**config.mk**
```make
export PLATFORM = sky130hd
export DESIGN_NAME = flush_reclaim_seq
export DESIGN_NICKNAME = d
export VERILOG_FILES = /design/src/rtl/flush_reclaim_seq_pkg.sv /design/src/rtl/flush_reclaim_seq.sv
export SDC_FILE = /design/constraint.sdc
export NUM_CORES = 1
export LEC_CHECK = 0
export CORE_UTILIZATION = 54
export CTS_CLUSTER_DIAMETER = 100
export DETAILED_ROUTE_END_ITERATION = 6
export HOLD_SLACK_MARGIN = 0.08
export PLACE_DENSITY = 0.83
export SKIP_CTS_REPAIR_TIMING = 1
export SYNTH_ARGS = -nofsm -noshare
export SYNTH_HDL_FRONTEND = slang
export SYNTH_SLANG_ARGS = --single-unit
export TNS_END_PERCENT = 5
```
**constraint.sdc**
```tcl
create_clock -name clk -period 6.1 [get_ports clk]
set_input_delay 1.22 -clock clk [delete_from_list [all_inputs] [get_ports clk]]
set_output_delay 1.22 -clock clk [all_outputs]
set_load 0.05 [all_outputs]
```
**src/rtl/flush_reclaim_seq_pkg.sv**
```systemverilog
`default_nettype none
// ============================================================================
//  Module      : flush_reclaim_seq_pkg
//  Description : Shared types and sizing constants for flush_reclaim_seq.
//  Revision    : 1.0 - initial release
// ============================================================================
package flush_reclaim_seq_pkg;

    localparam int ROB_SIZE = 16;
    localparam int PREG_W   = 6;

    typedef enum logic [0:0] {
        IDLE  = 1'b0,
        DRAIN = 1'b1
    } reclaim_state_t;

endpackage
`default_nettype wire

```
**src/rtl/flush_reclaim_seq.sv**
```systemverilog
`default_nettype none
// ============================================================================
//  Module      : flush_reclaim_seq
//  Description : Captures squashed pregs on a flush and drains them two per
//                cycle into the free list; passes commit frees through in idle.
//                Optional macro FLUSH_RECLAIM_PERF_EN adds perf counters.
//  Revision    : 1.0 - initial release
// ============================================================================
module flush_reclaim_seq #(
    parameter int PREG_W   = flush_reclaim_seq_pkg::PREG_W,
    parameter int ROB_SIZE = flush_reclaim_seq_pkg::ROB_SIZE,
    parameter int CNT_W    = 5
) (
    input  logic                             clk,
    input  logic                             rst,
    input  logic                             commit_free,
    input  logic [PREG_W-1:0]                commit_preg,
    input  logic                             commit_free_1,
    input  logic [PREG_W-1:0]                commit_preg_1,
    input  logic                             flush_req,
    input  logic [CNT_W-1:0]                 flush_count,
    input  logic [ROB_SIZE-1:0][PREG_W-1:0]  flush_pregs,
    input  logic                             fl_full,
    output logic                             fl_free,
    output logic [PREG_W-1:0]                fl_free_preg,
    output logic                             fl_free_1,
    output logic [PREG_W-1:0]                fl_free_preg_1,
    output logic                             busy
`ifdef FLUSH_RECLAIM_PERF_EN
    ,
    output logic [31:0]                      perf_drain_cycles,
    output logic [31:0]                      perf_reclaimed
`endif
);

    import flush_reclaim_seq_pkg::*;

    localparam int IDX_W = (ROB_SIZE > 1) ? $clog2(ROB_SIZE) : 1;

    reclaim_state_t    r_state, w_state_nxt;
    logic [CNT_W-1:0]  r_rem, w_rem_nxt;
    logic [CNT_W-1:0]  r_idx, w_idx_nxt;
    logic [PREG_W-1:0] r_buf [ROB_SIZE];
    logic [CNT_W-1:0]  w_count;
    logic [CNT_W-1:0]  w_idx_p1;
    logic              w_capture;
    logic [1:0]        w_emit;

    // Illegal oversize counts are clamped so the drain never walks off the buffer.
    assign w_count   = (flush_count > CNT_W'(ROB_SIZE)) ? CNT_W'(ROB_SIZE) : flush_count;
    assign w_idx_p1  = r_idx + CNT_W'(1);
    assign w_capture = (r_state == IDLE) && flush_req && (w_count != '0);

    always_ff @(posedge clk) begin
        if (rst) begin
            r_state <= IDLE;
            r_rem   <= '0;
            r_idx   <= '0;
        end else begin
            r_state <= w_state_nxt;
            r_rem   <= w_rem_nxt;
            r_idx   <= w_idx_nxt;
        end
    end

    always_ff @(posedge clk) begin
        if (w_capture) begin
            for (int i = 0; i < ROB_SIZE; i++) begin
                if (CNT_W'(i) < w_count) r_buf[i] <= flush_pregs[i];
            end
        end
    end

    always_comb begin
        w_state_nxt    = r_state;
        w_rem_nxt      = r_rem;
        w_idx_nxt      = r_idx;
        w_emit         = 2'd0;
        fl_free        = 1'b0;
        fl_free_preg   = '0;
        fl_free_1      = 1'b0;
        fl_free_preg_1 = '0;
        busy           = 1'b0;
        case (r_state)
            IDLE: begin
                // Commit frees are older than the flushed pregs, so they go first.
                fl_free        = commit_free;
                fl_free_preg   = commit_preg;
                fl_free_1      = commit_free_1;
                fl_free_preg_1 = commit_preg_1;
                if (w_capture) begin
                    w_state_nxt = DRAIN;
                    w_rem_nxt   = w_count;
                    w_idx_nxt   = '0;
                end
            end
            DRAIN: begin
                busy = 1'b1;
                if (!fl_full) begin
                    if (r_rem >= CNT_W'(2)) begin
                        fl_free        = 1'b1;
                        fl_free_preg   = r_buf[r_idx[IDX_W-1:0]];
                        fl_free_1      = 1'b1;
                        fl_free_preg_1 = r_buf[w_idx_p1[IDX_W-1:0]];
                        w_idx_nxt      = r_idx + CNT_W'(2);
                        w_rem_nxt      = r_rem - CNT_W'(2);
                        w_emit         = 2'd2;
                    end else if (r_rem == CNT_W'(1)) begin
                        fl_free      = 1'b1;
                        fl_free_preg = r_buf[r_idx[IDX_W-1:0]];
                        w_rem_nxt    = '0;
                        w_emit       = 2'd1;
                    end
                end
                if (w_rem_nxt == '0) w_state_nxt = IDLE;
            end
            default: w_state_nxt = IDLE;
        endcase
        if (rst) begin
            fl_free        = 1'b0;
            fl_free_preg   = '0;
            fl_free_1      = 1'b0;
            fl_free_preg_1 = '0;
            busy           = 1'b0;
            w_emit         = 2'd0;
        end
    end

`ifdef FLUSH_RECLAIM_PERF_EN
    logic [32:0] w_rec_sum;
    assign w_rec_sum = {1'b0, perf_reclaimed} + 33'(w_emit);

    always_ff @(posedge clk) begin
        if (rst) begin
            perf_drain_cycles <= '0;
            perf_reclaimed    <= '0;
        end else begin
            if (r_state == DRAIN && perf_drain_cycles != '1)
                perf_drain_cycles <= perf_drain_cycles + 32'd1;
            perf_reclaimed <= w_rec_sum[32] ? '1 : w_rec_sum[31:0];
        end
    end
`endif

    always_ff @(posedge clk) begin
        if (!rst) begin
            assert (r_state != DRAIN || (!commit_free && !commit_free_1));
            assert (r_state != DRAIN || !flush_req);
            assert (!flush_req || flush_count <= CNT_W'(ROB_SIZE));
        end
    end

endmodule
`default_nettype wire

```
### Yosys cells after proc, flatten, opt, wreduce, memory -nomap -nowiden

Memory sizes are Yosys's and may differ from the RTL's. A register that Yosys moved wholly into a read port is not among the register bits.
Cells that the tools add are included.

* equal/unequal tests: 4
* bitwise operators: 1
* order comparisons: 18
* $add $sub $neg: 3
* muxes and demuxes: 84
* reductions and logical operators: 5

Operators by type and width (number)
* 1-bit 2-to-1 mux: 59
* 5-bit 2-to-1 mux: 9
* 6-bit 2-to-1 mux: 7
* 4-bit by 5-bit less-than comparator with 1-bit output, first input constant: 8
* 6-bit one-hot mux with 2 select lines: 2
* 3-bit by 5-bit less-than comparator with 1-bit output, first input constant: 4
* 5-bit one-hot mux with 2 select lines: 2
* 1-bit by 5-bit less-than comparator with 1-bit output, first input constant: 2
* 2-bit by 5-bit less-than comparator with 1-bit output, first input constant: 2
* 4-bit 2-to-1 mux: 2
* 1-bit one-hot mux with 2 select lines: 3
* 5-bit by 2-bit adder with 5-bit output, second input constant: 1
* 5-bit by 1-bit equality test with 1-bit output, second input constant: 1
* 5-bit by 2-bit greater-or-equal comparator with 1-bit output, second input constant: 1
* 5-bit > comparator, second input constant: 1
* 5-bit logical NOT: 1
* 5-bit nonzero test: 1
* 5-bit by 2-bit subtractor with 5-bit output, second input constant: 1
* 4-bit by 1-bit adder with 4-bit output, second input constant: 1
* 2-bit inequality test, second input constant: 2
* 3-bit AND reduction: 1
* 1-bit logical AND: 2
* 2-bit by 1-bit inequality test with 1-bit output, second input constant: 1
* 1-bit NOT: 1

* memories kept: 1
* bits in registers: 11
* input port bits: 119
* memory bits (writable): 96
* output and inout port bits: 15
* logic and storage cells: 119

Memory list
* r_buf: words 16, bits a word 6, rd ports 2, clocked after memory_dff 1, write ports 16, RTL line flush_reclaim_seq.sv:43 `logic [PREG_W-1:0] r_buf [ROB_SIZE];`

### Logic depth before layout (Yosys ltp)

* depth after elaboration: 8
* depth in mapped cells: 9
* gate-level depth less buffers: 7

### Worst setup path before layout

Ideal clock, no wire load.

* path type: input-to-output
* from: input fl_full
* to: output fl_free_preg[0]
* cell stages on the path: 5
* slack: 2.429 ns
* arrival: 2.451 ns
* cell sequence: nand2b_1 or4_1 buf_2 o22ai_1 a21o_1

* longest elaborated chain between the ends: 3

RTL lines
* start: declaration: RTL line flush_reclaim_seq.sv:23 `input logic fl_full,`
* 6-bit 2-to-1 mux: RTL line flush_reclaim_seq.sv:99 `if (!fl_full) begin`
* 6-bit one-hot mux with 2 select lines: RTL line flush_reclaim_seq.sv:84 `case (r_state)`
* 6-bit 2-to-1 mux: RTL line flush_reclaim_seq.sv:119 `if (rst) begin`
* end: declaration: RTL line flush_reclaim_seq.sv:25 `output logic [PREG_W-1:0] fl_free_preg,`

No other way between the ends.

### Worst setup path after layout

* from: input fl_full
* to: output fl_free_preg[5]

The elaborated chain is that of the path after synthesis.

==> results.sh <==
export IMPL_tns_ns=0
export IMPL_fin_cells=611
export IMPL_place_congestion=0.941
export IMPL_rsz0062_at_grt="no"
export IMPL_slew_viol_final=0
export IMPL_seq_power_share_pct=53.4
export IMPL_synthCells=348
export IMPL_final_common_cell="clkdlybuf4s50_1"
export IMPL_die_area_um2=10500
export IMPL_route_vias_total=3897
export IMPL_worstHoldPathType="reg -> reg"
export IMPL_coreArea_um2=9770
export IMPL_end_kind="output pin"
export IMPL_die_h_um=102
export IMPL_grt_pass1_vias=3899
export IMPL_die_w_um=102
export IMPL_clkLatencyLatePin_ns=0.39
export IMPL_vias_per_cell=6.38
export IMPL_crit_path_frequent_cell="clkdlybuf4s50_1"
export IMPL_slew_headroom_pct=36.7
export IMPL_critPathMaxFanout=7
export IMPL_crit_type="in -> out"
export IMPL_start_kind="input port"
export IMPL_worst_pin_slew_ns=0.949
export IMPL_layout_area_seq_um2=3160
export IMPL_clkTransAtPathRegs_ns=0.09
export IMPL_netlist_area_um2=5430
export IMPL_drv_cap=0
export IMPL_cts_made_buffers=9
export IMPL_post_route_drc_count=0
export IMPL_grt_usage_pct=30.1
export IMPL_yosysTopAreaCell="edfxtp_1"
export IMPL_synth_top_area_share_pct=53.1
export IMPL_wire_per_inst_um=24.2
export IMPL_grt_max_degree=28
export IMPL_multi_input_comb_area_um2=2120
export IMPL_syn2layout_area_growth_pct=30.2
export IMPL_async_flop_share_pct=0
export IMPL_clock_sinks=110
export IMPL_ctsHtreeMaxLevel=3
export IMPL_pwr_share_clk_pct=28.2
export IMPL_dp_cells=595
export IMPL_port_buffers=133
export IMPL_synthFlopType="edfxtp_1"
export IMPL_dp_final_hpwl_um=11200
export IMPL_max_stage_delay_ns=0.80
export IMPL_crit_chain="clkdlybuf4s50_1 > nand2b_1 > or4_1 > o22ai_1 > a21o_1 > clkdlybuf4s50_1"
export IMPL_cts_path_max_buffers=2
export IMPL_ys_types=41
export IMPL_synth_edff_count=96
export IMPL_antenna_found_initial=0
export IMPL_fin_nets=595
export IMPL_diodes=0
export IMPL_cts_tree="yes"
export IMPL_num_rows=36
export IMPL_ys_seq_elements=110
export IMPL_yosys_top_cells_area="edfxtp_1 (53%), mux4_2 (20%), dfxtp_1 (5.2%)"
export IMPL_max_freq_mhz=201
export IMPL_wirelength_um=14800
export IMPL_grt_overflow_total=0
export IMPL_worstPathRequired_ns=4.88
export IMPL_yosys_warnings=0
export IMPL_initial_utilization_pct=55.6
export IMPL_grt_pass1_wl_um=21800
export IMPL_clockRootBuffer="clkbuf_8"
export IMPL_drive_gt1_share_pct=15.3
export IMPL_vdd_drop_max_mv=0.126
export IMPL_postSynthAreaPerCell_um2=15.6
export IMPL_ant_nets=0
export IMPL_arrival_ns=3.77
export IMPL_comb_power_share_pct=18.4
export IMPL_final_fill_count=635
export IMPL_p_sw_share_pct=24.9
export IMPL_crit_slowest_cell="clkdlybuf4s50_1"
export IMPL_dr_pass1_iters=5
export IMPL_drtIter0Drc=323
export IMPL_internal_power_w=0.00127
export IMPL_layout_common_cells="clkdlybuf4s50_1 (133), edfxtp_1 (96), mux4_2 (48)"
export IMPL_final_setup_skew_ns=0.0144
export IMPL_hold_viol_final=0
export IMPL_synth_nets=470
export IMPL_p_sw_w=0.000422
export IMPL_io_pins=134
export IMPL_power_density_nw_per_um2=240
export IMPL_p_leak_nw=2.32
export IMPL_finalSetupViolCount=0
export IMPL_status="complete, no violations"
export IMPL_ys_seq_area_share_pct=58.2
export IMPL_period_minus_slack_ns=4.99
export IMPL_final_period_utilization_pct=81.7
critical path, delay by kind of cell:
family	cells	cell delay [ns]
AOI/OAI and AO/OA	2	0.34
buffers and inverters	2	1.30
and+or+nand+nor	2	0.91
power groups by stage:
| stage | registers [W] | logic, W | clock network [W] |
|---|---|---|---|
| after detailed placement | 0.000921 | 0.000310 | 0 |
| after CTS | 0.000903 | 0.000311 | 0.000481 |
| after global placement | 0.000915 | 0.000307 | 0 |
| after floorplan | 0.000904 | 0.000173 | 0 |
| after global routing | 0.000909 | 0.000329 | 0.000509 |
| final | 0.000904 | 0.000311 | 0.000478 |
per-stage QoR:
stage | hold slack [ns] | setup slack [ns] | cell area, µm² | total power, W | util, %
detailed placement | 0.547 | 1.16 | 6850 | 0.00123 | 70.1
global placement | 0.530 | 1.20 | 6850 | 0.00122 | 70.1
finish | 0.570 | 1.11 | 7070 | 0.00169 | 72.3
global route | 0.590 | 1.03 | 7070 | 0.00175 | 72.3
floorplan | 0.516 | 2.43 | 5430 | 0.00108 | -
CTS | 0.561 | 1.17 | 7070 | 0.00170 | 72.3
cells in the mapped netlist, types with 2 or more instances:
cell type,count
edfxtp_1,96
mux4_2,48
mux2i_1,25
nor2_1,24
a21oi_1,19
dfxtp_1,14
a21o_1,12
o22ai_1,12
o21ai_0,10
buf_2,9
clkbuf_1,9
nand2_1,9
inv_1,6
nor3_1,5
a211oi_1,4
buf_4,4
a311oi_1,3
buf_1,3
ha_1,3
nand2b_1,3
nand3_1,3
nand3b_1,3
nor2b_1,2
nor3b_1,2
or4_1,2
xnor2_1,2
xor2_1,2
layer usage:
metal  wire length [µm]  vias up  track usage [%]
li1                   -     1661                -
met1               5390     1924             39.6
met2               7190      279             47.8
met3               1750       33             7.87
met4                461        0             13.2
met5                  0        -                0
final timing paths:
kind | start | cells past startpoint | end | slack [ns]
setup reg to reg | r_state | 3 | r_buf[1][2] | 4.03
setup / recovery | fl_full | 6 | fl_free_preg[5] | 1.11
hold / removal | r_idx[2] | 2 | r_idx[2] | 0.57
hold reg to reg | r_idx[2] | 2 | r_idx[2] | 0.57
registers in the layout, summed over array words and instances, names as in the netlist, named ones only:
register  count
r_buf        96
r_idx         4
r_rem         5
r_state       1
layout make-up:
cell class                      count  share of cell area, %
Multi-Input combinational cell    206                   30.0
Timing Repair Buffer              139                   19.5
Clock inverter                      4                   1.03
Sequential cell                   110                   44.7
Tap cell                          133                   2.35
Inverter                            7                  0.372
Clock buffer                       12                   2.05
kinds of logic after synthesis:
group | after synthesis | synth area share, %
buffers and inverters | 32 | 2.70
and+or+nand+nor | 62 | 5.88
xor gates and xnor gates | 4 | 0.645
DFF | 110 | 58.2
adders and majority gates | 3 | 0.691
AOI/OAI and AO/OA | 64 | 7.33
muxes | 73 | 24.5
Note: power is estimated with default switching activity, not from simulation.
